## src/rtl/pipelined_addsub.sv

```systemverilog
// pipelined_addsub: segmented two's-complement adder/subtractor with
// valid/ready handshakes. One SEG_W-bit segment is added per stage and the
// segment carry is registered between stages; throughput is one beat/cycle.
//
// Parameters: WIDTH (operand width, multiple of SEG_W), SEG_W (bits per stage).
// Ports:
//   clk, rst_n            clock, asynchronous active-low reset
//   in_valid / in_ready   operand handshake (in_ready depends on out_ready)
//   A, B, Sub, Cin        operands; Sub=1 computes A-B and ignores Cin
//   out_valid / out_ready result handshake
//   S, Cout, Ovf          registered result, carry out, signed overflow
// Optional feature: define PIPELINED_ADDSUB_SAT_EN for signed saturation of S.
module pipelined_addsub #(
  parameter int unsigned WIDTH = 32,
  parameter int unsigned SEG_W = 8
) (
  input  logic             clk,
  input  logic             rst_n,
  input  logic             in_valid,
  output logic             in_ready,
  input  logic [WIDTH-1:0] A,
  input  logic [WIDTH-1:0] B,
  input  logic             Sub,
  input  logic             Cin,
  output logic             out_valid,
  input  logic             out_ready,
  output logic [WIDTH-1:0] S,
  output logic             Cout,
  output logic             Ovf
);

  localparam int unsigned NSEG = WIDTH / SEG_W;
  localparam int unsigned LAST = NSEG - 1;

  logic [NSEG-1:0]  valid_q, valid_d;
  logic [NSEG-1:0]  c_q, c_d;
  logic [WIDTH-1:0] a_q [NSEG];
  logic [WIDTH-1:0] a_d [NSEG];
  logic [WIDTH-1:0] b_q [NSEG];
  logic [WIDTH-1:0] b_d [NSEG];
  logic [WIDTH-1:0] s_q [NSEG];
  logic [WIDTH-1:0] s_d [NSEG];
  logic             ovf_q, ovf_d;

  // Per-stage inputs: stage 0 takes the port operands, stage k the stage k-1 register.
  logic [WIDTH-1:0] a_src [NSEG];
  logic [WIDTH-1:0] b_src [NSEG];
  logic [WIDTH-1:0] s_src [NSEG];
  logic [NSEG-1:0]  c_src;
  logic [NSEG-1:0]  v_src;
  logic [NSEG:0]    acc;

  // Stage input selection; B is inverted and carry-in forced to 1 for subtraction.
  always_comb begin
    c_src    = '0;
    v_src    = '0;
    a_src[0] = A;
    b_src[0] = B ^ {WIDTH{Sub}};
    s_src[0] = '0;
    c_src[0] = Sub | Cin;
    v_src[0] = in_valid;
    for (int k = 1; k < int'(NSEG); k++) begin
      a_src[k] = a_q[k-1];
      b_src[k] = b_q[k-1];
      s_src[k] = s_q[k-1];
      c_src[k] = c_q[k-1];
      v_src[k] = valid_q[k-1];
    end
  end

  // Accept chain from the output backwards: a stage accepts when empty or draining.
  always_comb begin
    logic [NSEG:0] chain;
    chain       = '0;
    chain[NSEG] = out_ready;
    for (int k = int'(NSEG) - 1; k >= 0; k--) begin
      chain[k] = !valid_q[k] || chain[k+1];
    end
    acc = chain;
  end

  // Stage next-state: add segment k of the incoming beat when the stage accepts.
  always_comb begin
    logic [SEG_W:0]   seg_sum;
    logic [WIDTH-1:0] s_new;
    logic             ovf_w;
    valid_d = valid_q;
    c_d     = c_q;
    ovf_d   = ovf_q;
    seg_sum = '0;
    s_new   = '0;
    ovf_w   = 1'b0;
    for (int k = 0; k < int'(NSEG); k++) begin
      a_d[k] = a_q[k];
      b_d[k] = b_q[k];
      s_d[k] = s_q[k];
    end
    for (int k = 0; k < int'(NSEG); k++) begin
      seg_sum = {1'b0, a_src[k][k*SEG_W +: SEG_W]} + {1'b0, b_src[k][k*SEG_W +: SEG_W]}
              + (SEG_W+1)'(c_src[k]);
      s_new = s_src[k];
      s_new[k*SEG_W +: SEG_W] = seg_sum[SEG_W-1:0];
      if (acc[k]) begin
        valid_d[k] = v_src[k];
        if (v_src[k]) begin
          a_d[k] = a_src[k];
          b_d[k] = b_src[k];
          c_d[k] = seg_sum[SEG_W];
          s_d[k] = s_new;
          if (k == int'(LAST)) begin
            // Overflow: operand signs agree (after inversion) but result sign differs.
            ovf_w = (a_src[k][WIDTH-1] == b_src[k][WIDTH-1]) &&
                    (s_new[WIDTH-1] != a_src[k][WIDTH-1]);
            ovf_d = ovf_w;
`ifdef PIPELINED_ADDSUB_SAT_EN
            if (ovf_w) begin
              s_d[k] = a_src[k][WIDTH-1] ? {1'b1, {(WIDTH-1){1'b0}}}
                                         : {1'b0, {(WIDTH-1){1'b1}}};
            end
`endif
          end
        end
      end
    end
  end

  // Stage registers.
  always_ff @(posedge clk or negedge rst_n) begin
    if (!rst_n) begin
      valid_q <= '0;
      c_q     <= '0;
      ovf_q   <= 1'b0;
      for (int k = 0; k < int'(NSEG); k++) begin
        a_q[k] <= '0;
        b_q[k] <= '0;
        s_q[k] <= '0;
      end
    end else begin
      valid_q <= valid_d;
      c_q     <= c_d;
      ovf_q   <= ovf_d;
      for (int k = 0; k < int'(NSEG); k++) begin
        a_q[k] <= a_d[k];
        b_q[k] <= b_d[k];
        s_q[k] <= s_d[k];
      end
    end
  end

  assign in_ready  = acc[0];
  assign out_valid = valid_q[LAST];
  assign S         = s_q[LAST];
  assign Cout      = c_q[LAST];
  assign Ovf       = ovf_q;

endmodule

```

## config.mk

```make
export PLATFORM = sky130hd
export DESIGN_NAME = pipelined_addsub
export DESIGN_NICKNAME = d
export VERILOG_FILES = /design/src/rtl/pipelined_addsub.sv
export SDC_FILE = /design/constraint.sdc
export NUM_CORES = 1
export LEC_CHECK = 0
export ABC_AREA = 1
export CAP_MARGIN = 0
export CELL_PAD_IN_SITES_DETAIL_PLACEMENT = 1
export CELL_PAD_IN_SITES_GLOBAL_PLACEMENT = 1
export CORE_ASPECT_RATIO = 1.25
export CORE_MARGIN = 4
export CORE_UTILIZATION = 39
export CTS_BUF_LIST = sky130_fd_sc_hd__clkbuf_4 sky130_fd_sc_hd__clkbuf_8
export CTS_CLUSTER_SIZE = 40
export DETAILED_ROUTE_END_ITERATION = 10
export PLACE_DENSITY_LB_ADDON = 0.1
export SYNTH_ARGS = -nofsm -noshare
export SYNTH_HDL_FRONTEND = slang
export SYNTH_SLANG_ARGS = --single-unit
```

## constraint.sdc

```tcl
create_clock -name clk -period 2 [get_ports clk]
set_clock_uncertainty 0.2 [all_clocks]
set_input_delay 0.4 -clock clk [delete_from_list [all_inputs] [get_ports clk]]
set_output_delay 0.4 -clock clk [all_outputs]
set_load 0.005 [all_outputs]
```

==> flow_summary.ini, run 1 <==
[power]
powerDensity_nw_per_um2 = 1295
vdd_ir_drop_max_v = 0.0005144
p_total_w = 0.01390
leakage_nw = 5.484

[timing]
rsz0062_at_grt = true
min_period_ns = 1.930
slew_headroom_pct = 63.72
fin_ws_ns = 0.07027
drv_slew = 0
min_period_over_period_pct = 96.49
hold_viol = 0
hold_slack_ns = 0.2062
finalSetupViolCount = 0
timing.fmax_mhz = 518.2
worst_slew_pin_slew_ns = 0.5433

[critical_path]
cp-start-kind = flip-flop
crit_slowest_cell = fa_2
max_stage_delay_ns = 0.42
reg2reg_to = s_q[50]
end_kind = flip-flop
path_cells = fa_2 > fa_2 > buf_4 > xnor2_1 > o21ai_0
r2r-start = b_q[80]
arrival_ns = 2.07
r2r_setup_slack_ns = 0.07
crit_type = reg2reg
crit_fanout = 3
cpMostUsedCell = fa_2
worstRegToRegCells = 5
required_ns = 2.14

[logic_synthesis]
syn_area_um2 = 8860
ys_types = 28
ys_seq_area_share_pct = 52.25
syn_inst = 1047
yosysWarnings = 0
yosys_register_bits = 185
syn-num-nets = 1153
avgSynthCellArea_um2 = 8.462

[routing]
wl_per_cell_um = 13.56
antenna_left = 0
drt_pass1_iterations = 4
drt-total-wl_um = 19490
route.detailed.drc = 0
via_per_inst = 4.592
num_vias = 6599
drt_iter0_drc = 233

[place]
place.gp.congestion = 0.7681
portBuffers = 105
hpwl_um = 14860
place_ws_ns = -0.4720

[cts]
h-tree-depth = 4
cts-root-buf = clkbuf_8
cts_max_path_buffers = 2
clk-insertion-delay-late_ns = 0.45
tritoncts = yes
cts.sinks = 185
clk_pin_slew_worst_paths_ns = 0.10
cts-buffers-inserted = 17

[floorplanning]
die_area_um2 = 25210
core_um2 = 22290
io_pins = 106
num_rows = 61
die_width_um = 142.8
die-height_um = 176.5
start_util_pct = 39.75

[worst_hold_path]
hp-class = in2async

[job]
drv_cap = 0

[grt]
grt_remaining_overflow = 0
grt_pass1_wl_um = 34000
grt_max_degree = 50
grt_pass1_vias = 7051
antenna_found_initial = 0
grt_usage_pct = 16.58

[final_layout]
syn_to_final_growth_pct = 21.15
n_antenna_cell = 0
fin_nets = 1248
drive_gt1_share_pct = 9.099

[status]
status = finished, final reports clean
what timing repair did:
item                                   4_1_cts  5_1_grt
buffers inserted                             1        4
pin swaps                                    1        7
setup endpoints to repair                    7       16
endpoints found under the hold margin      144        0
resized for setup                            6       11
hold buffers                                 1        0
registers in the layout, indices dropped and copies added, names as in the netlist:
register / flops
b_q: 48
c_q: 4
valid_q: 4
Ovf: 1
s_q: 48
S: 32
a_q: 48
worst max-delay path: cells and delay by family, from the launching register on:
kind | cells | cell delay (ns)
AO/OA/AOI/OAI | 1 | 0.10
flip-flops | 1 | 0.41
buffers and inverters | 1 | 0.15
XOR/XNOR | 1 | 0.14
adder cells (fa/ha/maj) | 2 | 0.82
area by class of cell:
class	count	area, um^2
Fill cell	2685	11550
Sequential cell	185	4629
Multi-Input combinational cell	705	3517
Timing Repair Buffer	149	1535
Tap cell	283	354.1
Inverter	84	315.3
Clock buffer	17	234.0
Clock inverter	14	148.9
how the worst max path moves through the flow:
stage / startpoint / endpoint / cells past startpoint
floorplan: Sub / s_q[102] / 12
detailed placement: B[0] / s_q[100] / 9
global route: c_q[0] / s_q[78] / 7
global placement: B[0] / s_q[102] / 11
CTS: valid_q[3] / in_ready / 4
finish: b_q[80] / s_q[50] / 5
synthesized netlist by cell type, drive strengths merged:
| library cell | n | area share, % |
|---|---|---|
| o21bai | 3 | 0.25 |
| o22ai | 2 | 0.14 |
| ha | 28 | 4.0 |
| buf | 66 | 4.9 |
| inv | 84 | 3.6 |
| a21oi | 16 | 0.90 |
| o21a | 1 | 0.085 |
| nand2 | 459 | 20 |
| xnor2 | 31 | 3.1 |
| clkbuf | 7 | 0.30 |
| nor2 | 21 | 1.0 |
| nor3 | 1 | 0.056 |
| o21ai | 83 | 4.7 |
| nand3 | 35 | 2.0 |
| nand4 | 6 | 0.49 |
| or2 | 2 | 0.14 |
| dfrtp | 185 | 52 |
| fa | 8 | 1.8 |
| xor2 | 9 | 0.89 |
per-stage QoR:
stage                     setup TNS (ns)  cells  area (um^2)  utilization [%]
after floorplan                  -0.5906   1047         8899                -
after global placement            -13.81   1400        10260            46.04
after detailed placement          -17.94   1400        10260            46.04
after CTS                       -0.02529   1433        10680            47.91
after global routing            -0.04406   1437        10730            48.16
final                                  0   1437        10730            48.16
logic make-up (layout without fill, tap and decap cells):
kind of cell               Yosys count  after routing  share of synthesized area [%]
xor gates and xnor gates            40             40                          3.954
adders and majority gates           36             36                          5.762
and+or+nand+nor                    524            524                          23.23
DFF                                185            185                          52.25
AOI/OAI and AO/OA                  105            105                          6.073
buffers and inverters              157            264                          8.728
where the power goes:
part           switching [W]  internal, W  leakage [nW]
combinational        0.00303      0.00251          3.00
clock                0.00136      0.00111         0.185
sequential          0.000791      0.00509          2.30
total                0.00518      0.00872          5.48
metal layers:
layer	global-route usage [%]	up-vias	routed length (um)
met2	26.43	100	8833
li1	-	3400	-
met3	2.195	18	583
met4	4.992	0	268
met5	0	-	0
met1	23.63	3081	9806
layout by cell type (no fill, tap or decap), types with 5 or more instances in the layout:
cell type,count
a21oi_1,16
inv_2,6
buf_12,12
clkdlybuf4s50_1,99
inv_1,78
xnor2_1,31
o21ai_0,45
nand2_1,457
xor2_1,8
nand4_1,5
nand3_1,31
ha_1,28
nor2_1,18
buf_4,31
dfrtp_1,185
o21ai_1,37
fa_2,8
clkbuf_8,18
No activity file was read; power rests on OpenSTA's default activity.
==> run 2, diff against run 1 <==
Settings changed: GPL_ROUTABILITY_DRIVEN set to 0.
==> results of run 2 <==
No change in the layout: final DEF, timing and power equal those of run 1.
==> run 3, diff against run 2 <==
Settings changed: GPL_TIMING_DRIVEN set to 0.
==> run 3 against run 2 <==
  * Register-to-register slack is essentially flat
  * Critical path depth is the same
  * Critical path type unchanged
  * Global-route usage grew 0.91 points
  * Utilization grew 1.0 points
  * Total power grew 2.9%
==> flow_summary.ini, run 3 (same netlist as run 1, synthesis figures left out) <==
[critical_path]
r2r_setup_slack_ns = 0.06
max_stage_delay_ns = 0.43
required_ns = 2.19
end_kind = flip-flop
arrival_ns = 2.14
cp-start-kind = flip-flop
worstRegToRegCells = 5
endpoint = s_q[50]
crit_path_start = b_q[80]
crit_type = reg2reg
r2r-start = b_q[80]
reg2reg_to = s_q[50]
crit_slowest_cell = fa_2
crit_fanout = 3
cpMostUsedCell = fa_2
path_cells = fa_2 > fa_2 > buf_4 > xnor2_2 > o21ai_0

[worst_hold_path]
hp-class = in2reg
hold_start = Sub

[cts]
cts_max_path_buffers = 2
cts-root-buf = clkbuf_8
clk_pin_slew_worst_paths_ns = 0.10
clk-insertion-delay-late_ns = 0.48
h-tree-depth = 4
cts-buffers-inserted = 17
cts.sinks = 185
tritoncts = yes

[timing]
worst_slew_pin_slew_ns = 0.8131
min_period_ns = 1.942
finalSetupViolCount = 0
slew_headroom_pct = 45.80
timing.fmax_mhz = 514.9
fin_ws_ns = 0.05777
drv_slew = 0
min_period_over_period_pct = 97.11
final.setup.tns_ns = 0
rsz0062_at_grt = true
hold_viol = 0

[routing]
highest_layer = met4
route.met2.wl_um = 10430
via_per_inst = 4.578
antenna_left = 0
drt_pass1_iterations = 6
num_vias = 6835
drt-total-wl_um = 21020
route.detailed.drc = 0
wl_per_cell_um = 14.08
drt_iter0_drc = 305
dr_wl_met3_um = 694
wl_met1_um = 9677

[final_layout]
syn_to_final_growth_pct = 23.78
fin_nets = 1303
final_cell_mix = nand2_1 (453), dfrtp_1 (185), inv_1 (77)
layout_commonest_cell = nand2_1
fillerInstances = 2667
fin_area_um2 = 10970
fin_util_pct = 49.21
top_regs = a_q: 48 flops, b_q: 48 flops, s_q: 48 flops
n_antenna_cell = 0
drive_gt1_share_pct = 13.80

[place]
hpwl_um = 16220
place_ws_ns = -0.5046
portBuffers = 104
postPlaceCellArea_um2 = 10330

[grt]
grt_pass1_wl_um = 35400
grt_usage_pct = 17.49
grt_remaining_overflow = 0
antenna_found_initial = 0
grt_max_degree = 106
grt_pass1_vias = 7065

[floorplanning]
num_rows = 61
io_pins = 106
start_util_pct = 39.75
die_area_um2 = 25210
die-height_um = 176.5
core_um2 = 22290
die_width_um = 142.8

[power]
powerDensity_nw_per_um2 = 1305
leakage_nw = 5.789
vdd_ir_drop_max_v = 0.0005965

[job]
drv_cap = 0

[status]
status = finished, final reports clean
-- run 3: cell types whose count changed in the layout (fill, tap and decap cells not counted), moves of 4 or more --
cell and delta:
buf_4 +33, clkinvlp_4 -4, buf_12 -12, clkbuf_1 +4, inv_8 +4, dlygate4sd2_1 +32, clkdlybuf4s50_1 -31, buf_2 +22
nand2_1 -4
-- run 3: repair_timing --
item / CTS / global route
hold buffers: 1 / 0
pin swaps: 1 / 13
buffers inserted: 16 / 9
gates resized for setup: 40 / 29
setup endpoints to repair: 40 / 46
endpoints found under the hold margin: 104 / 0
-- run 3: metal layers --
| layer | global-route usage (%) | up-vias |
|---|---|---|
| li1 | - | 3502 |
| met1 | 23.59 | 3212 |
| met2 | 29.43 | 106 |
| met3 | 3.007 | 15 |
| met4 | 4.200 | 0 |
| met5 | 0 | - |
-- run 3: where the power goes --
part,switching (W),internal (W),total (W)
logic,0.00325,0.00270,0.00595
registers,0.000797,0.00509,0.00589
clock network,0.00153,0.000941,0.00247
total,0.00558,0.00873,0.0143
-- run 3: layout make-up --
class,count,area (um^2),share of cell area [%]
Buffer,73,486.7,4.438
Clock buffer,17,234.0,2.133
Clock inverter,15,152.6,1.392
Inverter,84,315.3,2.875
Multi-Input combinational cell,705,3563,32.49
Sequential cell,185,4629,42.21
Tap cell,283,354.1,3.229
Timing Repair Buffer,131,1231,11.23
-- run 3: per-stage QoR --
stage                     cells  hold WS, ns  power [W]
after floorplan            1047     -0.09559   0.009584
after CTS                  1484      0.03435    0.01434
final                      1493      0.05537    0.01431
after global routing       1493      0.05907    0.01565
after global placement     1434       0.2544    0.01157
after detailed placement   1435       0.2581    0.01179
-- run 3: worst min-delay path by stage --
stage,end,depth (start not counted)
after floorplan,Ovf,0
after global placement,b_q[61],2
after detailed placement,b_q[60],2
after CTS,b_q[105],3
after global routing,b_q[105],3
final,b_q[105],3
-- run 3: worst max-delay path, delay by kind of cell, from the launching register on --
family                   cells  cell delay, ns
adder cells (fa/ha/maj)      2            0.84
flip-flops                   1            0.42
buffers and inverters        1            0.16
AO/OA/AOI/OAI                1            0.15
XOR/XNOR                     1            0.11
